$ cat src/rtl/pid_multichannel.sv
`default_nettype none
// ============================================================================
// Module      : pid_multichannel
// Description : Time-multiplexed PID controller for N_CH channels. A periodic
//               tick starts a sweep that walks the channels in ascending order
//               through a single shared signed multiplier.
// Revision    : 1.0 - initial release
// ============================================================================
module pid_multichannel #(
    parameter int N_CH   = 4,
    parameter int DW     = 16,
    parameter int FRAC   = 8,
    parameter int PERIOD = 1_000_000
) (
    input  logic               clk,
    input  logic               rst,
    input  logic [N_CH-1:0]    enable,
    input  logic [N_CH*DW-1:0] setpoint,
    input  logic [N_CH*DW-1:0] feedback,
    input  logic [N_CH-1:0]    feedback_valid,
    input  logic [N_CH*DW-1:0] kp,
    input  logic [N_CH*DW-1:0] ki,
    input  logic [N_CH*DW-1:0] kd,
    input  logic [DW-1:0]      max_output,
    output logic [N_CH*DW-1:0] pid_output,
    output logic [N_CH-1:0]    output_valid,
    output logic               busy,
    output logic               overrun
);
    localparam int CW  = (PERIOD > 1) ? $clog2(PERIOD) : 1;
    localparam int CHW = (N_CH > 1) ? $clog2(N_CH) : 1;
    localparam int EW  = DW + 1;         // error / feedback-delta width
    localparam int PW  = 2 * EW;         // full product width
    localparam int AW  = DW + FRAC + 1;  // integral accumulator width
    localparam int SW  = PW + 2;         // summation headroom
    localparam logic [CW-1:0]  C_CNT_LAST = CW'(PERIOD - 1);
    localparam logic [CHW-1:0] C_CH_LAST  = CHW'(N_CH - 1);

    typedef enum logic [2:0] {IDLE, LOAD, MUL_P, MUL_I, MUL_D, SUM, WRITE} state_t;

    state_t               state_q, state_d;
    logic [CW-1:0]        cnt_q;
    logic [CHW-1:0]       ch_q;
    logic                 overrun_q;
    logic [N_CH-1:0]      valid_q;
    logic [N_CH-1:0]      prime_q;
    logic signed [AW-1:0] acc_q [N_CH];
    logic signed [DW-1:0] fbp_q [N_CH];
    logic signed [DW-1:0] out_q [N_CH];

    // Working registers of the channel currently being computed
    logic signed [DW-1:0] sp_q, fb_q, res_q;
    logic signed [EW-1:0] e_q, dfb_q;
    logic [DW-1:0]        kp_q, ki_q, kd_q, max_q;
    logic signed [PW-1:0] p_q, d_q;
    logic signed [AW-1:0] accn_q;

    logic                 w_tick, w_last, w_run;
    logic signed [DW-1:0] w_sp, w_fb;
    logic [DW-1:0]        w_mul_a, w_lim_out;
    logic signed [EW-1:0] w_mul_b;
    logic signed [PW-1:0] w_prod;
    logic signed [SW-1:0] w_acc_sum, w_acc_lim, w_acc_sat, w_total, w_shift, w_out_lim;
    logic signed [DW-1:0] w_res;

    assign w_tick = (cnt_q == C_CNT_LAST);
    assign w_last = (ch_q == C_CH_LAST);
    assign w_run  = enable[ch_q] & feedback_valid[ch_q];
    assign w_sp   = $signed(setpoint[ch_q*DW +: DW]);
    assign w_fb   = $signed(feedback[ch_q*DW +: DW]);

    // Free-running control-tick counter
    always_ff @(posedge clk) begin
        if (rst)         cnt_q <= '0;
        else if (w_tick) cnt_q <= '0;
        else             cnt_q <= cnt_q + CW'(1);
    end

    // Sweep state register and sticky overrun flag
    always_ff @(posedge clk) begin
        if (rst) begin
            state_q   <= IDLE;
            overrun_q <= 1'b0;
        end else begin
            state_q <= state_d;
            if (w_tick && (state_q != IDLE)) overrun_q <= 1'b1;
        end
    end

    // Sweep next-state logic; disabled or invalid channels are skipped in LOAD
    always_comb begin
        state_d = state_q;
        case (state_q)
            IDLE:    if (w_tick) state_d = LOAD;
            LOAD:    state_d = w_run ? MUL_P : (w_last ? IDLE : LOAD);
            MUL_P:   state_d = MUL_I;
            MUL_I:   state_d = MUL_D;
            MUL_D:   state_d = SUM;
            SUM:     state_d = WRITE;
            WRITE:   state_d = w_last ? IDLE : LOAD;
            default: state_d = IDLE;
        endcase
    end

    // Shared multiplier operand select: gain is zero-extended, product kept full width
    always_comb begin
        w_mul_a = '0;
        w_mul_b = '0;
        case (state_q)
            MUL_P:   begin w_mul_a = kp_q; w_mul_b = e_q;   end
            MUL_I:   begin w_mul_a = ki_q; w_mul_b = e_q;   end
            MUL_D:   begin w_mul_a = kd_q; w_mul_b = dfb_q; end
            default: ;
        endcase
    end
    assign w_prod = $signed({1'b0, w_mul_a}) * w_mul_b;

    // Integral update clamped to +/-(max_output << FRAC); output sum, shift and saturate
    always_comb begin
        w_acc_sum = acc_q[ch_q] + w_prod;
        w_acc_lim = $signed(SW'(max_q) << FRAC);
        if (w_acc_sum > w_acc_lim)       w_acc_sat = w_acc_lim;
        else if (w_acc_sum < -w_acc_lim) w_acc_sat = -w_acc_lim;
        else                             w_acc_sat = w_acc_sum;
        w_total   = p_q + accn_q + d_q;
        w_shift   = w_total >>> FRAC;
        // the output is signed DW, so the limit cannot exceed its positive range
        w_lim_out = max_q[DW-1] ? {1'b0, {(DW-1){1'b1}}} : max_q;
        w_out_lim = $signed(SW'(w_lim_out));
        w_res     = w_shift[DW-1:0];
        if (w_shift > w_out_lim)       w_res = $signed(w_lim_out);
        else if (w_shift < -w_out_lim) w_res = -$signed(w_lim_out);
    end

    // Per-computation datapath and channel pointer
    always_ff @(posedge clk) begin
        if (rst) begin
            ch_q <= '0; sp_q <= '0; fb_q <= '0; e_q <= '0; dfb_q <= '0;
            kp_q <= '0; ki_q <= '0; kd_q <= '0; max_q <= '0;
            p_q <= '0; d_q <= '0; accn_q <= '0; res_q <= '0;
        end else begin
            case (state_q)
                IDLE: if (w_tick) ch_q <= '0;
                LOAD: begin
                    if (w_run) begin
                        sp_q  <= w_sp;
                        fb_q  <= w_fb;
                        e_q   <= {w_sp[DW-1], w_sp} - {w_fb[DW-1], w_fb};
                        dfb_q <= {w_fb[DW-1], w_fb} - {fbp_q[ch_q][DW-1], fbp_q[ch_q]};
                        kp_q  <= kp[ch_q*DW +: DW];
                        ki_q  <= ki[ch_q*DW +: DW];
                        kd_q  <= kd[ch_q*DW +: DW];
                        max_q <= max_output;
                    end else if (!w_last) begin
                        ch_q <= ch_q + CHW'(1);
                    end
                end
                MUL_P:   p_q    <= w_prod;
                MUL_I:   accn_q <= w_acc_sat[AW-1:0];
                MUL_D:   d_q    <= prime_q[ch_q] ? -w_prod : '0;
                SUM:     res_q  <= w_res;
                WRITE:   if (!w_last) ch_q <= ch_q + CHW'(1);
                default: ;
            endcase
        end
    end

    // Per-channel state: cleared while disabled, committed in WRITE if still enabled
    always_ff @(posedge clk) begin
        if (rst) begin
            valid_q <= '0;
            prime_q <= '0;
            for (int c = 0; c < N_CH; c++) begin
                acc_q[c] <= '0;
                fbp_q[c] <= '0;
                out_q[c] <= '0;
            end
        end else begin
            valid_q <= '0;
            for (int c = 0; c < N_CH; c++) begin
                if (!enable[c]) begin
                    acc_q[c]   <= '0;
                    prime_q[c] <= 1'b0;
                    out_q[c]   <= '0;
                end
            end
            if ((state_q == WRITE) && enable[ch_q]) begin
                valid_q[ch_q] <= 1'b1;
                fbp_q[ch_q]   <= fb_q;
                if (sp_q == '0) begin
                    out_q[ch_q]   <= '0;
                    acc_q[ch_q]   <= '0;
                    prime_q[ch_q] <= 1'b0;
                end else begin
                    out_q[ch_q]   <= res_q;
                    acc_q[ch_q]   <= accn_q;
                    prime_q[ch_q] <= 1'b1;
                end
            end
        end
    end

    generate
        for (genvar c = 0; c < N_CH; c++) begin : g_out
            assign pid_output[c*DW +: DW] = out_q[c];
        end
    endgenerate

    assign output_valid = valid_q;
    assign busy         = (state_q != IDLE);
    assign overrun      = overrun_q;

endmodule
`default_nettype wire

$ cat config.mk
export PLATFORM = sky130hd
export DESIGN_NAME = pid_multichannel
export DESIGN_NICKNAME = d
export VERILOG_FILES = /design/src/rtl/pid_multichannel.sv
export SDC_FILE = /design/constraint.sdc
export NUM_CORES = 2
export LEC_CHECK = 0
export CORE_MARGIN = 4
export CORE_UTILIZATION = 42
export DETAILED_ROUTE_END_ITERATION = 12
export DONT_BUFFER_PORTS = 1
export GPL_TIMING_DRIVEN = 1
export HOLD_SLACK_MARGIN = 0.08
export SLEW_MARGIN = 20
export SYNTH_ARGS = -nofsm -noshare
export SYNTH_HDL_FRONTEND = slang
export SYNTH_SLANG_ARGS = --single-unit
$ cat constraint.sdc
create_clock -name clk -period 13.64 [get_ports clk]
set_clock_uncertainty 0.2 [all_clocks]
set_input_delay 2.046 -clock clk [delete_from_list [all_inputs] [get_ports clk]]
set_output_delay 2.046 -clock clk [all_outputs]
set_load 0.01 [all_outputs]
==> run_results.csv <==
group,metric,value,unit
setup_path,endpoint_kind,"flop",
timing,slew_viol_final,0,
synthesis,syn_inst,4254,
status,status,"completed",
clock_network,cts-hold-fix-buffers,0,
setup_path,worstSetupPathType,"reg -> reg",
cells_and_area,nets,5091,
timing,fin_crit,12.99,ns
die,io_pins,416,
setup_path,required,13.96,ns
placement,port_buffers,0,
die,die_w,317,um
placement,place_ws,0.633,ns
power_and_ir_drop,vdd_drop_max,0.0000948,V
synthesis,syn_area_per_cell,9.41,um2
global_route,grt_max_degree,253,
power_and_ir_drop,p_leak,18.4,nW
timing,setup_slack,0.654,ns
setup_path,crit_path_frequent_cell,"fa_1",
cells_and_area,drive_gt1_share,8.29,%
route,drt_wl_total,122000,um
timing,worstMarginPinSlew,1.05,ns
global_route,grt-ovfl-total,0,
synthesis,synth_commonest_cells,"519 x nand2_1, 432 x inv_1, 387 x nor2_1, 322 x ha_1, 285 x a21oi_1",
route,vias,31100,
setup_path,r2r_start,"state_q[2]$_SDFFE_PP0N_",
placement,placed_cells_incl_taps,5371,
placement,placed_area,0.0414,mm2
cells_and_area,instances_no_fill,5481,
die,dieArea,0.100,mm2
timing,rsz0062_at_grt,"no",
timing,finalSetupTns,0,ns
global_route,grt_pass1_vias,31000,
synthesis,ys_seq_elements,503,
die,start_util,42.6,%
clock_network,clockBufferDepth,3,
placement,dpl.hpwl,91400,um
clock_network,clk_pin_slew,0.06,ns
clock_network,cts-root-buf,"clkbuf_16",
job,maxCapViolations,0,
clock_network,cts_tree,"built",
min_path,min_path_type,"reg -> reg",
timing,setup_violations,0,
route,route.detailed.drc,0,
synthesis,synth_top_area_cell,"edfxtp_1",
route,drtPass1Iterations,5,
clock_network,cts.sinks,503,
synthesis,synthTopCellsByArea,"edfxtp_1 17%, dfxtp_1 14%, fa_1 12%",
synthesis,synth_flop_cell,"dfxtp_1",
cells_and_area,final_core_util,46.2,%
min_path,min_from,"kp_q[1]$_SDFFE_PP0P_",
synthesis,synth.most_common_cell,"nand2_1",
clock_network,cts_made_buffers,56,
setup_path,crit_path_start_kind,"flop",
timing,timing.slew.headroom,29.2,%
route,ant_nets,0,
power_and_ir_drop,p_per_area,77.8,mW/mm2
global_route,grt_use_total,24.2,%
synthesis,yosys_warnings,0,
setup_path,arrival,13.31,ns
synthesis,ys_seq_area_share,30.9,%
cells_and_area,final_cell_area,0.0434,mm2
die,die_y,317,um
synthesis,synth_nets,5167,
setup_path,cp_max_fo,43,
timing,whs,0.254,ns
timing,hold_viol,0,
synthesis,netlist_area,0.0400,mm2
synthesis,synth_cell_types,94,
synthesis,synth_edf_count,228,
route,vias_per_cell,5.67,
synthesis,ys_async_sr_fraction,0,%
timing,fmax,77.0,MHz
cells_and_area,fillCellCount,9077,
timing,fin_crit_sh,95.2,%
setup_path,slowest_delay,0.56,ns
cells_and_area,multi_input_area,0.0254,mm2
synthesis,synth_top_area_share,17.1,%
clock_network,h-tree-depth,2,
setup_path,critPathSlowestCell,"fa_1",
clock_network,clock_latency,0.64,ns
cells_and_area,syn_to_final_growth,8.47,%
setup_path,setup.worst_path.start,"state_q[2]$_SDFFE_PP0N_",
global_route,antenna_found_initial,11,
global_route,grt_first_pass_wirelength,187000,um
route,drt_iter0_drc,2434,
die,rows,112,
die,core_area,0.0939,mm2
power_and_ir_drop,finalPower,3.38,mW
cells_and_area,seq_area,0.0124,mm2
route,wire_per_inst,22.2,um
placement,place_congestion,0.943,
==> sequential cells by signal (all words and copies together), names as in the netlist, named ones only <==
register      count
out_q            64
ki_q             16
sp_q             16
fbp_q            64
ch_q              2
e_q              17
p_q              34
max_q            16
dfb_q            17
fb_q             16
cnt_q            20
res_q            16
kd_q             16
acc_q           100
output_valid      4
d_q              34
state_q           3
accn_q           25
overrun           1
prime_q           4
kp_q             16
==> per-layer routing <==
metal  global-route usage, %  part of all wire, %  routed length [um]  vias to the layer above
li1                        -                    -                   -                    14500
met1                    33.4                   43               52700                    15400
met2                    39.5                   47               57100                      984
met3                    4.29                  6.8                8280                      190
met4                    6.55                  2.9                3580                       10
met5                       0                0.056                  68                        -
==> path summary, 6_finish.rpt <==
kind / end / slack (ns) / cells after the start
setup / recovery: accn_q[11]$_SDFFE_PP0N_ / 0.65 / 46
hold / removal: kp_q[1]$_SDFFE_PP0P_ / 0.25 / 2
setup reg to reg: accn_q[11]$_SDFFE_PP0N_ / 0.65 / 46
hold reg to reg: kp_q[1]$_SDFFE_PP0P_ / 0.25 / 2
==> repair_timing <==
item,4_1_cts,5_1_grt
setup endpoints to repair,0,25
gates resized for setup,0,9
setup buffers,0,2
==> critical path: cells and delay by family, from the launching register on <==
| kind | cells | cell delay, ns |
|---|---|---|
| multiplexers | 1 | 0.27 |
| XOR/XNOR | 1 | 0.17 |
| buffers and inverters | 7 | 0.68 |
| flip-flops | 1 | 0.32 |
| AND/OR/NAND/NOR | 14 | 3.09 |
| AO/OA/AOI/OAI | 14 | 3.88 |
| adder cells (fa/ha/maj) | 9 | 4.21 |
==> final cells by class <==
cell class                 instances  area share, %
multi-input combinational       3110           58.4
sequential                       503           28.5
inverter                         434           3.75
tap                             1254           3.61
clock buffer                      74           3.45
timing repair buffer              73           1.33
clock inverter                    29          0.914
antenna                            4         0.0231
==> power breakdown <==
group	switching (mW)	internal [mW]
logic	0.100	0.0699
clock network	0.652	0.942
registers	0.0143	1.60
==> layout by cell type, fill, tap and decap left out, drive strengths merged, types with 36 or more instances in the layout <==
master / synthesis / final
a22oi: 46 / 46
dfxtp: 275 / 275
nand2: 519 / 519
inv: 432 / 432
nand3: 41 / 41
a21oi: 287 / 287
nor2: 387 / 387
clkbuf: 182 / 74
buf: 26 / 73
fa: 245 / 245
xnor2: 96 / 96
a21o: 46 / 46
edfxtp: 228 / 228
o21ai: 115 / 115
and2: 195 / 195
mux2i: 43 / 43
mux4: 123 / 123
nor3: 58 / 58
ha: 322 / 322
and3: 76 / 76
xor2: 55 / 55
nand2b: 36 / 36
nor2b: 38 / 38
==> logic make-up after synthesis <==
group                      after synthesis  share of synthesized area, %
buffers and inverters                  642                          6.05
muxes                                  169                          8.08
DFF                                    503                          30.9
adders and majority gates              567                          22.3
and+or+nand+nor                       1480                          17.4
xor gates and xnor gates               151                          3.30
AOI/OAI and AO/OA                      742                          12.0
No activity file was read; power rests on OpenSTA's default activity.
